<file path="config.mk">
export PLATFORM = sky130hd
export DESIGN_NAME = spi_slave
export DESIGN_NICKNAME = d
export VERILOG_FILES = /design/src/rtl/spi_slave.sv
export SDC_FILE = /design/constraint.sdc
export NUM_CORES = 1
export LEC_CHECK = 0
export ABC_AREA = 1
export CORE_MARGIN = 1
export CORE_UTILIZATION = 36
export DETAILED_ROUTE_END_ITERATION = 12
export PLACE_DENSITY_LB_ADDON = 0.05
export SLEW_MARGIN = 20
export SYNTH_ARGS = -nofsm -noshare
export SYNTH_HDL_FRONTEND = slang
export SYNTH_SLANG_ARGS = --single-unit
</file>
<file path="constraint.sdc">
create_clock -name clk -period 2.2 [get_ports clk]
set_clock_uncertainty 0.15 [all_clocks]
set_input_delay 0.66 -clock clk [delete_from_list [all_inputs] [get_ports clk]]
set_output_delay 0.66 -clock clk [all_outputs]
set_load 0.02 [all_outputs]
</file>
<file path="src/rtl/spi_slave.sv">
// SPI mode-0 slave with a one-byte transmit holding buffer.
// ss_n, sck and mosi are oversampled through SYNC_STAGES-deep synchronizers
// and every transfer action is taken in the clk domain on detected sck edges.
// Optional feature: define SPI_SLAVE_UNDERRUN_EN to enable tx_underrun pulses;
// without it the tx_underrun port is tied low.
module spi_slave #(
    parameter int SYNC_STAGES = 2
) (
    input  logic       clk,
    input  logic       rst,
    input  logic       ss_n,
    input  logic       sck,
    input  logic       mosi,
    output logic       miso,
    output logic       miso_oe,
    input  logic [7:0] tx_data,
    input  logic       tx_load,
    output logic       tx_ready,
    output logic [7:0] rx_data,
    output logic       rx_valid,
    output logic       busy,
    output logic       tx_underrun
);

    typedef enum logic {
        IDLE   = 1'b0,
        ACTIVE = 1'b1
    } stateT;

    stateT r_state;
    stateT w_stateNext;

    logic [SYNC_STAGES-1:0] r_ssSync;
    logic [SYNC_STAGES-1:0] r_sckSync;
    logic [SYNC_STAGES-1:0] r_mosiSync;
    logic                   r_ssPrev;
    logic                   r_sckPrev;

    logic w_ss;
    logic w_sck;
    logic w_mosi;
    logic w_ssFall;
    logic w_sckRiseRaw;
    logic w_sckFallRaw;

    logic w_enter;
    logic w_leave;
    logic w_sample;
    logic w_shiftTx;
    logic w_byteStart;

    logic [7:0] r_txBuf;
    logic       r_txFull;
    logic [7:0] r_txShift;
    logic [7:0] r_rxShift;
    logic [2:0] r_bitCnt;
    logic [7:0] r_rxData;
    logic       r_rxValid;
    logic       r_misoOe;
    logic [7:0] w_loadValue;

    assign w_ss         = r_ssSync[SYNC_STAGES-1];
    assign w_sck        = r_sckSync[SYNC_STAGES-1];
    assign w_mosi       = r_mosiSync[SYNC_STAGES-1];
    assign w_ssFall     = r_ssPrev & ~w_ss;
    assign w_sckRiseRaw = w_sck & ~r_sckPrev;
    assign w_sckFallRaw = ~w_sck & r_sckPrev;

    // An empty holding buffer sends zeros for the whole byte
    assign w_loadValue  = r_txFull ? r_txBuf : 8'h00;

    assign miso     = r_txShift[7];
    assign miso_oe  = r_misoOe;
    assign tx_ready = ~r_txFull;
    assign rx_data  = r_rxData;
    assign rx_valid = r_rxValid;
    assign busy     = (r_state == ACTIVE);

    // Bring the asynchronous SPI pins into the clk domain and keep delayed copies for edge detection
    always_ff @(posedge clk) begin
        if (rst) begin
            r_ssSync   <= '0;
            r_sckSync  <= '0;
            r_mosiSync <= '0;
            r_ssPrev   <= 1'b0;
            r_sckPrev  <= 1'b0;
        end else begin
            r_ssSync   <= {r_ssSync[SYNC_STAGES-2:0], ss_n};
            r_sckSync  <= {r_sckSync[SYNC_STAGES-2:0], sck};
            r_mosiSync <= {r_mosiSync[SYNC_STAGES-2:0], mosi};
            r_ssPrev   <= w_ss;
            r_sckPrev  <= w_sck;
        end
    end

    // State register; the previous-ss copy resets low so a held-low ss_n cannot start a transfer
    always_ff @(posedge clk) begin
        if (rst) begin
            r_state <= IDLE;
        end else begin
            r_state <= w_stateNext;
        end
    end

    // Next state and per-cycle action strobes; sck edges only matter while selected
    always_comb begin
        w_stateNext = r_state;
        w_enter     = 1'b0;
        w_leave     = 1'b0;
        w_sample    = 1'b0;
        w_shiftTx   = 1'b0;
        w_byteStart = 1'b0;
        case (r_state)
            IDLE: begin
                if (w_ssFall) begin
                    w_stateNext = ACTIVE;
                    w_enter     = 1'b1;
                    w_byteStart = 1'b1;
                end
            end
            ACTIVE: begin
                if (w_ss) begin
                    w_stateNext = IDLE;
                    w_leave     = 1'b1;
                end else begin
                    w_sample = w_sckRiseRaw;
                    if (w_sckFallRaw) begin
                        if (r_bitCnt == 3'd0) begin
                            w_byteStart = 1'b1;
                        end else begin
                            w_shiftTx = 1'b1;
                        end
                    end
                end
            end
            default: begin
                w_stateNext = IDLE;
            end
        endcase
    end

    // Shift registers, bit counter and received-byte output
    always_ff @(posedge clk) begin
        if (rst) begin
            r_txShift <= 8'h00;
            r_rxShift <= 8'h00;
            r_bitCnt  <= 3'd0;
            r_rxData  <= 8'h00;
            r_rxValid <= 1'b0;
            r_misoOe  <= 1'b0;
        end else begin
            r_rxValid <= 1'b0;
            if (w_leave) begin
                r_txShift <= 8'h00;
                r_rxShift <= 8'h00;
                r_bitCnt  <= 3'd0;
                r_misoOe  <= 1'b0;
            end else begin
                if (w_byteStart) begin
                    r_txShift <= w_loadValue;
                    if (w_enter) begin
                        r_bitCnt <= 3'd0;
                        r_misoOe <= 1'b1;
                    end
                end else if (w_shiftTx) begin
                    r_txShift <= {r_txShift[6:0], 1'b0};
                end
                if (w_sample) begin
                    r_rxShift <= {r_rxShift[6:0], w_mosi};
                    r_bitCnt  <= r_bitCnt + 3'd1;
                    if (r_bitCnt == 3'd7) begin
                        r_rxData  <= {r_rxShift[6:0], w_mosi};
                        r_rxValid <= 1'b1;
                    end
                end
            end
        end
    end

    // One-byte holding buffer: a load racing an empty-buffer byte start lands for the following byte
    always_ff @(posedge clk) begin
        if (rst) begin
            r_txBuf  <= 8'h00;
            r_txFull <= 1'b0;
        end else begin
            if (w_byteStart && r_txFull) begin
                r_txFull <= 1'b0;
            end
            if (tx_load && !r_txFull) begin
                r_txBuf  <= tx_data;
                r_txFull <= 1'b1;
            end
        end
    end

`ifdef SPI_SLAVE_UNDERRUN_EN
    logic r_underrun;

    // Flag every byte start that found nothing to send
    always_ff @(posedge clk) begin
        if (rst) begin
            r_underrun <= 1'b0;
        end else begin
            r_underrun <= w_byteStart & ~r_txFull;
        end
    end

    assign tx_underrun = r_underrun;
`else
    assign tx_underrun = 1'b0;
`endif

endmodule

</file>
Yosys cells after proc, flatten, opt, wreduce, memory -nomap -nowiden
Cells that the tools add are included.
{ "word_totals": {"regBits": 46, "input_bits": 14, "out_inout_bits": 14} }
{ "op_classes": {"add_sub_neg": 1, "n_eq_ne": 1, "mux": 25, "n_bitwise": 10, "reduce_logical": 13} }
{ "op_table": {"columns": ["op", "n"], "rows": [
  ["2-to-1 mux 8 bit", 3],
  ["2-to-1 mux 1 bit", 17],
  ["2-to-1 mux 3 bit", 3],
  ["nonzero test 2 bit", 4],
  ["inverter 1 bit", 7],
  ["case mux 1 bit (2 select lines)", 2],
  ["AND reduction 2 bit", 2],
  ["adder 3 x 1 -> 3 bit (second input constant)", 1],
  ["bitwise AND 1 bit", 3],
  ["equality test 3 bit (second input constant)", 1],
  ["zero test 3 bit", 1],
  ["AND reduction 3 bit", 1],
  ["OR reduction 3 bit", 1],
  ["logical AND 1 bit", 2],
  ["OR reduction 2 bit", 1],
  ["zero test 1 bit", 1]
]} }

Depth between registers and ports, before layout
{ "logic_depth": {"depth_word": 8, "depth_mapped": 10, "mapped_depth_nobuf": 10} }

Worst setup path after synthesis
Ideal clock, no wire load.
{ "synth_timing": {"path_type": "in2reg", "startpoint": "input port rst", "endpoint": "register r_misoOe (netlist: miso_oe)", "setup_time_ns": 0.070, "t_arrival_ns": 1.241, "t_required_ns": 1.980, "slack_ns": 0.739, "stages": 4, "path_cell_list": "a21oi_2 > inv_1 > buf_2 > a21oi_1"} }
{ "synth_via": {"elab_chain_cells": 1} }
{ "synth_rtl": {"columns": ["element", "line_no", "rtl"], "rows": [
  ["from (decl)", "10", "input logic rst,"],
  ["OR reduction 2 bit (no source line)", null, null],
  ["to (signal assigned)", "150", "r_misoOe <= 1'b0;"],
  ["to (signal assigned)", "157", "r_misoOe <= 1'b0;"],
  ["to (signal assigned)", "163", "r_misoOe <= 1'b1;"],
  ["to (decl)", "59", "logic r_misoOe;"]
]} }
Every way passes these cells.
A chain may end at the register's enable or synchronous reset.

Final worst setup path
{ "layout_timing": {"startpoint": "register r_state (netlist: busy)", "endpoint": "output port busy"} }
{ "layout_lines": {"columns": ["element", "line_no", "rtl"], "rows": [
  ["from (decl)", "30", "stateT r_state;"],
  ["from (signal assigned)", "101", "r_state <= w_stateNext;"],
  ["to (decl)", "21", "output logic busy,"]
]} }
No word-level cell between the ends.

==> summary.txt <==
STA
  • Max Fclk: 0.467 GHz
  • Min Tclk post-route: 2.14 ns
  • Slew Limit Fails: 0
  • Final period utilization: 0.974
  • Fin. Hold Viols: 0
  • RSZ-0062 raised after global routing: no
  • Setup TNS Final: 0 ns
  • Final setup viols: 0

Clocking
  • Clk sink count: 46
  • # Post-CTS Setup Buffers: 0
  • Worst-Skew Late Latency: 0.30 ns
  • CTS tree: done
  • CTS clock-pin slew for the worst setup and hold paths: 0.08 ns
  • Hold Buf Count CTS: 0
  • Worst-case clock buffer depth: 2
  • CTS root buffer: clkbuf_8
  • Htree depth: 2
  • Resized cells post-CTS: 0
  • Num CTS Buffers: 5

Pwr
  • Power Total: 1.63 mW
  • VDD IR-drop max: 0.346 mV
  • P_sw: 373 uW
  • Power density over the cells: 682 nW/um2
  • Clock power frac: 0.388
  • Logic pwr share: 0.076
  • Lkg Pwr: 1.04 nW
  • Internal power: 1.25 mW
  • Flop pwr share: 0.536
  • Sw frac: 0.229

Cells and area
  • Area of the multi-input gates: 787 um2
  • Area delta synth->final: 23.0%
  • Layout cells sized above 1: 0.0691
  • Post-layout util: 0.464
  • FF/Latch Area: 921 um2
  • Antenna diodes: 0
  • Nets: 320
  • Post-Layout Inst Area: 2380 um2
  • Fillcell total: 563

Place
  • Routability Congestion: 0.721
  • Placed cell area: 2270 um2
  • I/O Buffers: 26
  • DP HPWL: 2560 um

Yosys
  • Post-synth EDFFs: 0
  • Cell count after synthesis: 274
  • Post-Syn Area: 1940 um2
  • Main synth FF type: dfxtp_1
  • Async SR Flop Fraction: 0
  • Sequential fraction of the synthesis area: 0.475
  • Post-Syn Nets: 291
  • Syn_area_per_cell: 7.08 um2
  • Ys Warns: 0
  • Synth cell types: 23
  • Synthesized flop and latch total: 46

Global routing
  • GRT Total Usage: 0.145
  • Met1 Use GR: 0.189
  • Initial antenna violation count: 0
  • First-pass GRT wire length: 6150 um
  • Gr busiest metal: met2
  • Met2 Track Usage GR: 0.228
  • Largest net degree at the start of global routing: 17
  • Vias in the first global route: 1368
  • Grt ovf: 0
  • Met3 GRT Util: 0.0397

Route
  • Via count: 1586
  • Antenna-violating nets left: 0
  • 1st-iter DRT viols: 111
  • Drt drc: 0
  • WL/cell: 9.74 um
  • Routed vias/inst: 4.24
  • Total wire length: 3640 um
  • DRT Pass-1 Iters: 4

Min path
  • HP Class: reg -> reg

Critical path
  • Kind of start point of the critical path: register
  • Crit-path slowest cell: clkdlybuf4s50_1
  • CP endpoint kind: output port
  • Critical path class: reg -> out
  • Worst EP required: 1.39 ns
  • CP cell instances: clkdlybuf4s50_1
  • Crit path buffers/inverters: 1
  • CP delay by family, top: buffers and inverters
  • Largest stage delay, worst path: 0.63 ns
  • WP data arrival: 1.33 ns
  • Critical Path Fanout Max: 4

Floorplanning
  • Num rows: 26
  • Die height: 75.4 um
  • CORE AREA: 5140 um2
  • Die area: 5680 um2
  • Initial Util: 0.377
  • I/O pin cnt: 28
  • DIE WIDTH: 75.4 um

Job
  • MaxCap Viol Count: 0

Status
  • Outcome: completed
## state kept, by name, summed over array words and instances, names as in the netlist
signal	cells
r_rxShift	7
miso_oe	1
rx_valid	1
r_ssPrev	1
r_txFull	1
r_txShift	8
busy	1
r_sckPrev	1
r_bitCnt	3
r_txBuf	8
r_ssSync	2
r_mosiSync	2
r_sckSync	2
rx_data	8
## Yosys cell counts (3+ instances only)
library cell / count / area [um2]
nand2_1: 68 / 255
inv_1: 48 / 180
dfxtp_1: 46 / 921
nor2_1: 42 / 158
a21oi_1: 19 / 95.1
nand3_1: 13 / 65.1
o21ai_0: 9 / 45.0
buf_2: 4 / 20.0
nand3b_1: 4 / 30.0
ha_1: 3 / 37.5
o21ai_1: 3 / 15.0
## final cells by class
type                    count  area share
clock buffers               6      0.0304
clock inverters             2      0.0157
inverters                  50      0.0792
multi-input cells         170       0.330
flip-flops and latches     46       0.386
well taps                  70      0.0367
repair buffers             30       0.122
## metrics by stage
step / worst slack, ns / hold WS, ns / instances
floorplan: 0.739 / 0.238 / 274
global placement: 0.156 / 0.240 / 366
detailed placement: 0.150 / 0.247 / 366
CTS: 0.0356 / 0.260 / 374
global route: 0.00730 / 0.281 / 374
finish: 0.0573 / 0.257 / 374
## power groups by stage
stage	clock [mW]	sequential (mW)	combinational (mW)
finish	0.632	0.871	0.124
global route	0.686	0.875	0.141
CTS	0.656	0.872	0.126
detailed placement	0	0.891	0.125
global placement	0	0.891	0.125
floorplan	0	0.890	0.0754
## worst paths after layout
check             cells past startpoint      endpoint        start  slack (ns)
setup reg to reg                     10  r_txShift[4]  r_bitCnt[0]        0.58
setup / recovery                      1          busy         busy        0.06
hold reg to reg                       2   r_ssSync[1]  r_ssSync[0]        0.26
hold / removal                        2   r_ssSync[1]  r_ssSync[0]        0.26
## cell families (layout without fill, tap and decap cells)
family	count (synthesis)	after routing	share of synthesized area
AO/OA/AOI/OAI	32	32	0.0845
flip-flops	46	46	0.475
buffers and inverters	58	88	0.119
AND/OR/NAND/NOR	134	134	0.300
other	1	1	0.00193
adder cells (fa/ha/maj)	3	3	0.0194
## routing by layer
metal,vias to the layer above,wire length [um],share of wire
li1,877,-,-
met1,683,1830,0.50
met2,20,1620,0.44
met3,6,133,0.037
met4,0,60,0.016
met5,-,0,0
## cell usage in the layout, fill, tap and decap left out
cell type and instances:
a21oi_2 1, nand2_1 68, inv_2 1, nand3_1 13, clkbuf_8 5, clkinvlp_4 1, nand2_4 1, dfxtp_1 46
clkinv_2 1, o21ai_1 3, nor2_4 2, conb_1 1, nand3b_1 4, ha_1 3, buf_4 4, nand2_2 2
bufinv_16 1, inv_1 48, clkbuf_1 1, nand3_2 1, a21oi_1 19, o21ai_0 9, nor2_1 42, nand3_4 1
clkdlybuf4s50_1 26
Note: power is estimated with default switching activity, not from simulation.
